## config.mk

```make
export PLATFORM = sky130hd
export DESIGN_NAME = countdown_timer
export DESIGN_NICKNAME = d
export VERILOG_FILES = /design/src/rtl/countdown_timer_pkg.sv /design/src/rtl/countdown_timer_bcd_down_digit.sv /design/src/rtl/countdown_timer.sv
export SDC_FILE = /design/constraint.sdc
export NUM_CORES = 1
export LEC_CHECK = 0
export ABC_AREA = 1
export ABC_CLOCK_PERIOD_IN_PS = 1800
export CELL_PAD_IN_SITES_DETAIL_PLACEMENT = 0
export CELL_PAD_IN_SITES_GLOBAL_PLACEMENT = 1
export CORE_MARGIN = 4
export CORE_UTILIZATION = 33
export DETAILED_ROUTE_END_ITERATION = 6
export PLACE_DENSITY_LB_ADDON = 0.08
export RECOVER_POWER = 50
export SLEW_MARGIN = 20
export SYNTH_ARGS = -nofsm -noshare
export SYNTH_HDL_FRONTEND = slang
export SYNTH_SLANG_ARGS = --single-unit
export TNS_END_PERCENT = 30
```

## constraint.sdc

```tcl
create_clock -name clk -period 1.8 [get_ports clk]
set_input_delay 0.36 -clock clk [delete_from_list [all_inputs] [get_ports clk]]
set_output_delay 0.36 -clock clk [all_outputs]
set_load 0.01 [all_outputs]
```

## src/rtl/countdown_timer_pkg.sv

```systemverilog
// Shared types and constants for the countdown timer.
// Optional feature macro: COUNTDOWN_AUTOREPEAT_EN (used by countdown_timer).
package countdown_timer_pkg;

    typedef enum logic [1:0] {
        ST_IDLE  = 2'd0,
        ST_RUN   = 2'd1,
        ST_PAUSE = 2'd2,
        ST_ALARM = 2'd3
    } state_e;

    localparam int unsigned TENS_W      = 3;
    localparam int unsigned ONES_W      = 4;
    localparam int unsigned TENS_MAX    = 5;
    localparam int unsigned ONES_MAX    = 9;
    localparam int unsigned ALARM_CNT_W = 6;

    // Four BCD digits of a mm:ss value, most significant first.
    typedef struct packed {
        logic [TENS_W-1:0] mt;
        logic [ONES_W-1:0] mo;
        logic [TENS_W-1:0] st;
        logic [ONES_W-1:0] so;
    } preset_t;

    // Limit each digit to its legal BCD range.
    function automatic preset_t clamp_preset(input preset_t p);
        preset_t r;
        r.mt = (p.mt > TENS_W'(TENS_MAX)) ? TENS_W'(TENS_MAX) : p.mt;
        r.mo = (p.mo > ONES_W'(ONES_MAX)) ? ONES_W'(ONES_MAX) : p.mo;
        r.st = (p.st > TENS_W'(TENS_MAX)) ? TENS_W'(TENS_MAX) : p.st;
        r.so = (p.so > ONES_W'(ONES_MAX)) ? ONES_W'(ONES_MAX) : p.so;
        return r;
    endfunction

    function automatic logic preset_is_zero(input preset_t p);
        return (p == '0);
    endfunction

    function automatic logic preset_is_one(input preset_t p);
        return (p.mt == '0) && (p.mo == '0) && (p.st == '0) && (p.so == ONES_W'(1));
    endfunction

endpackage

```

## src/rtl/countdown_timer_bcd_down_digit.sv

```systemverilog
// One BCD down-counting digit: loadable, wraps 0 -> MAX and raises borrow_o
// when a borrow arrives while the digit already reads zero.
module bcd_down_digit #(
    parameter int unsigned W   = 4,
    parameter int unsigned MAX = 9
) (
    input  logic         clk,
    input  logic         rst,
    input  logic         load_i,
    input  logic [W-1:0] load_val_i,
    input  logic         en_i,
    input  logic         borrow_i,
    output logic [W-1:0] val_o,
    output logic         borrow_o
);

    logic [W-1:0] val_q, val_d;

    // Next digit value: load has priority, otherwise decrement on borrow.
    always_comb begin
        val_d = val_q;
        if (load_i) begin
            val_d = load_val_i;
        end else if (en_i && borrow_i) begin
            val_d = (val_q == '0) ? W'(MAX) : (val_q - W'(1));
        end
    end

    // Digit register.
    always_ff @(posedge clk) begin
        if (rst) begin
            val_q <= '0;
        end else begin
            val_q <= val_d;
        end
    end

    assign val_o    = val_q;
    assign borrow_o = borrow_i && (val_q == '0);

endmodule

```

## src/rtl/countdown_timer.sv

```systemverilog
// mm:ss countdown timer with pause, alarm timeout and acknowledge.
// Optional feature macro: COUNTDOWN_AUTOREPEAT_EN -- ALARM exit reloads the
// last accepted preset and resumes counting.
module countdown_timer
    import countdown_timer_pkg::*;
#(
    parameter int unsigned ALARM_TICKS = 10
) (
    input  logic              clk,
    input  logic              rst,
    input  logic              tick,
    input  logic              load,
    input  logic [TENS_W-1:0] ld_mt,
    input  logic [ONES_W-1:0] ld_mo,
    input  logic [TENS_W-1:0] ld_st,
    input  logic [ONES_W-1:0] ld_so,
    input  logic              start,
    input  logic              stop,
    input  logic              ack,
    output logic [TENS_W-1:0] mt,
    output logic [ONES_W-1:0] mo,
    output logic [TENS_W-1:0] st,
    output logic [ONES_W-1:0] so,
    output logic              running,
    output logic              done,
    output logic              alarm
);

    state_e                 state_q, state_d;
    logic [ALARM_CNT_W-1:0] acnt_q, acnt_d;
    logic                   done_q, done_d;

    preset_t cur;
    preset_t ld_clamped;
    preset_t dig_val;
    logic    dig_load;
    logic    load_ok;
    logic    dec;
    logic    expire;
    logic    alarm_exit;
    logic    reload;
    logic    cnt_zero;
    logic    b_so, b_st, b_mo;

    assign cur        = {mt, mo, st, so};
    assign ld_clamped = clamp_preset({ld_mt, ld_mo, ld_st, ld_so});
    assign load_ok    = load && ((state_q == ST_IDLE) || (state_q == ST_PAUSE));
    // stop beats a coincident tick: the pause takes effect without a final decrement.
    assign dec        = (state_q == ST_RUN) && tick && !stop && !cnt_zero;
    assign expire     = dec && preset_is_one(cur);
    assign alarm_exit = (state_q == ST_ALARM) &&
                        (ack || (tick && (acnt_q == ALARM_CNT_W'(ALARM_TICKS - 1))));

`ifdef COUNTDOWN_AUTOREPEAT_EN
    preset_t preset_q, preset_d;

    // Shadow copy of the last accepted preset.
    always_comb begin
        preset_d = load_ok ? ld_clamped : preset_q;
    end

    // Preset shadow register.
    always_ff @(posedge clk) begin
        if (rst) begin
            preset_q <= '0;
        end else begin
            preset_q <= preset_d;
        end
    end

    // A zero preset cannot run, so such an exit falls back to IDLE.
    assign reload   = alarm_exit && !preset_is_zero(preset_q);
    assign dig_load = load_ok || reload;
    assign dig_val  = load_ok ? ld_clamped : preset_q;
`else
    assign reload   = 1'b0;
    assign dig_load = load_ok;
    assign dig_val  = ld_clamped;
`endif

    // Digit chain: seconds-ones borrows into seconds-tens and so on; the final
    // borrow out of minutes-tens doubles as the all-zero indication.
    bcd_down_digit #(.W(ONES_W), .MAX(ONES_MAX)) u_so (
        .clk(clk), .rst(rst), .load_i(dig_load), .load_val_i(dig_val.so),
        .en_i(dec), .borrow_i(1'b1), .val_o(so), .borrow_o(b_so)
    );
    bcd_down_digit #(.W(TENS_W), .MAX(TENS_MAX)) u_st (
        .clk(clk), .rst(rst), .load_i(dig_load), .load_val_i(dig_val.st),
        .en_i(dec), .borrow_i(b_so), .val_o(st), .borrow_o(b_st)
    );
    bcd_down_digit #(.W(ONES_W), .MAX(ONES_MAX)) u_mo (
        .clk(clk), .rst(rst), .load_i(dig_load), .load_val_i(dig_val.mo),
        .en_i(dec), .borrow_i(b_st), .val_o(mo), .borrow_o(b_mo)
    );
    bcd_down_digit #(.W(TENS_W), .MAX(TENS_MAX)) u_mt (
        .clk(clk), .rst(rst), .load_i(dig_load), .load_val_i(dig_val.mt),
        .en_i(dec), .borrow_i(b_mo), .val_o(mt), .borrow_o(cnt_zero)
    );

    // Next-state logic; load beats start, stop beats start.
    always_comb begin
        state_d = state_q;
        case (state_q)
            ST_IDLE: begin
                if (!load && start && !stop && !cnt_zero) begin
                    state_d = ST_RUN;
                end
            end
            ST_RUN: begin
                if (stop) begin
                    state_d = ST_PAUSE;
                end else if (expire) begin
                    state_d = ST_ALARM;
                end
            end
            ST_PAUSE: begin
                if (load) begin
                    state_d = ST_IDLE;
                end else if (start && !stop) begin
                    state_d = ST_RUN;
                end
            end
            ST_ALARM: begin
                if (alarm_exit) begin
                    state_d = reload ? ST_RUN : ST_IDLE;
                end
            end
            default: state_d = ST_IDLE;
        endcase
    end

    // Alarm tick counter and expiry pulse: counts ticks only while in ALARM.
    always_comb begin
        acnt_d = '0;
        if ((state_q == ST_ALARM) && !alarm_exit) begin
            acnt_d = tick ? (acnt_q + ALARM_CNT_W'(1)) : acnt_q;
        end
        done_d = expire;
    end

    // State register, alarm counter and done pulse.
    always_ff @(posedge clk) begin
        if (rst) begin
            state_q <= ST_IDLE;
            acnt_q  <= '0;
            done_q  <= 1'b0;
        end else begin
            state_q <= state_d;
            acnt_q  <= acnt_d;
            done_q  <= done_d;
        end
    end

    // Status outputs decoded from registered state.
    always_comb begin
        running = (state_q == ST_RUN);
        alarm   = (state_q == ST_ALARM);
        done    = done_q;
    end

endmodule

```

==> results.yml <==
synth:
  synthesis.nets: 245
  synth_top_family_by_area: "simple AND/OR/NAND/NOR gates"
  ys_types: 28
  synth_top_cells_by_count: "nor2_1, nand2_1, inv_1"
  synth-simple-area-share: 0.3724
  ys_seq_elements: 23
  synth_mux_area_frac: 0
  synthAdderAreaFrac: 0.01761
  synth.cell_area_sq_um: 1421
  synth_ff_type: "dfxtp_1"
  synth-edff-count: 0
  async_flop_share: 0
  syn_area_per_cell_sq_um: 6.403
  yosysWarnings: 0
  synth_cells: 222
  synth-seq-area-share: 0.3239
  synth.top_cell.area_share: 0.3239
  yosys.area.top_type: "dfxtp_1"
  synth_compound_area_frac: 0.1690
  synthTopCellsByArea: "dfxtp_1, nor2_1, nand2_1, inv_1, o21ai_0"
  synth_most_common_cell: "nor2_1"
  synth_xor_area_frac: 0.02465
clock_network:
  path_clk_slew_ns: 0.08
  cts_tree: "done"
  cts_resized: 0
  h-tree-depth: 1
  cts_buffer_depth: 2
  cts_made_buffers: 3
  post_cts_buffers: 0
  cts-root-buf: "clkbuf_8"
  clk_latency_ns: 0.28
  cts.sinks: 23
  cts-hold-fix-buffers: 0
grt:
  grt_max_degree: 14
  grt_pass1_wl_mm: 5.934
  gr-usage-all-layers: 0.1382
  grt_pass1_vias: 1383
  grt_overflow: 0
  antenna_found_initial: 0
route:
  routed_wirelength_mm: 3.563
  drt_first_iter_violations: 69
  viasPerCell: 4.547
  drc_errors: 0
  ant_nets: 0
  wire_per_inst_um: 10.90
  dr.pass1.iters: 4
  vias: 1487
layout:
  diodes: 0
  fin_area_sq_um: 2027
  post_route_cells_drive_above_1_share: 0.1444
  utilization: 0.4960
  area_growth_pct: 42.61
  fin_nets: 301
sta:
  fmax_ghz: 0.5937
  skew_ns: 0.007093
  period_needed_ns: 1.684
  maxSlewHeadroom: 0.8573
  finalHoldViolCount: 0
  setup_viol: 0
  slew_viol_final: 0
  rsz0062_at_grt: "false"
  finalCritPeriodShare: 0.9357
  max_slew.worst_pin.slew_ns: 0.2118
  fin_ws_ns: 0.1157
  holdWs_ns: 0.4720
die:
  row_count: 23
  die_h_um: 73.63
  fp.coreArea_sq_um: 4086
  io_pins: 38
  die_w_um: 73.63
  start_util: 0.3478
  die_area_sq_um: 5421
place:
  pre_cts_ws_ns: 0.002540
  dpl_cell_area_sq_um: 1983
  io_buffers: 37
  gp_congestion: 0.7366
  dpl.hpwl_mm: 2.795
power:
  fin_total_pwr_mw: 1.970
  p_leak_nw: 0.8998
  pwr_density_cell_nw_per_um2: 971.7
  ir_drop_mv: 0.5535
min_path:
  hold_class: "flip-flop to flip-flop"
outcome:
  status: "finished clean"
setup_path:
  startpoint_type: "flip-flop"
  crit_fanout: 4
  crit_required_ns: 1.44
  arrival_ns: 1.32
  critical_path_class: "flip-flop to output pin"
  end_kind: "output pin"
run:
  maxCapViolations: 0
-- cell type report --
type,instances,area (sq um)
Fill cell,439,2059
Sequential cell,23,461.7
Tap cell,50,62.56
Clock inverter,1,5.005
Multi-Input combinational cell,165,829.5
Inverter,30,112.6
Timing Repair Buffer,55,514.2
Clock buffer,3,41.29
-- through the flow --
| step | std cells | TNS, ns |
|---|---|---|
| floorplan | 222 | 0 |
| global route | 327 | 0 |
| CTS | 327 | 0 |
| detailed placement | 323 | 0 |
| global placement | 323 | -0.03163 |
| finish | 327 | 0 |
-- power breakdown --
group / switching, mW / total [mW] / internal [mW] / leakage [nW]
clock network: 0.185 / 0.341 / 0.155 / 0.0255
registers: 0.0733 / 0.662 / 0.588 / 0.189
logic: 0.517 / 0.967 / 0.450 / 0.685
-- per-layer routing --
metal  track usage  wire [um]  up-vias
met5             0          0        -
met4       0.03622         29        0
met3       0.03146        167        4
met2        0.2116       1464       31
met1        0.1942       1902      624
li1              -          -      828
-- cell usage in the layout, fill, tap and decap left out, types with 2 or more instances in the layout --
cell	synthesis	layout
ha_1	2	2
o21ai_0	18	18
nand3_2	2	2
o21ai_1	2	2
nor2_1	39	39
o221ai_1	2	2
xor2_1	4	4
or2_2	2	2
nand2_2	6	6
nand3_1	12	12
nor3_1	6	6
a211oi_1	2	2
nor2_4	2	2
clkbuf_8	0	3
clkdlybuf4s50_1	0	28
dfxtp_1	23	22
buf_4	0	16
a21oi_1	15	15
nor2_2	4	4
nand2_1	38	38
dlygate4sd3_1	0	8
inv_1	29	29
nand4_1	3	3
-- critical path: stages (launching register included) --
cell and delay, ns:
dfxtp_2 0.38, nand2_1 0.06, inv_1 0.08, clkdlybuf4s50_1 0.53
-- cell families after synthesis --
| family | after synthesis |
|---|---|
| AOI/OAI and AO/OA | 43 |
| xor gates and xnor gates | 4 |
| adders and majority gates | 2 |
| buffers and inverters | 34 |
| DFF | 23 |
| and+or+nand+nor | 116 |
-- state kept, by name (all words and copies together), names as in the netlist --
name / count
u_so.val_o: 4
done: 1
state_q: 2
u_mo.val_o: 4
acnt_q: 6
u_mt.val_o: 3
u_st.val_o: 3
-- worst paths after layout --
check	end	slack [ns]	from	cells after the start
setup / recovery	alarm	0.12	state_q[1]	3
hold / removal	u_so.val_o[3]	0.47	u_so.val_o[3]	2
setup reg to reg	u_so.val_o[1]	0.18	u_so.val_o[2]	9
hold reg to reg	u_so.val_o[3]	0.47	u_so.val_o[3]	2
No activity file was read; power rests on OpenSTA's default activity.
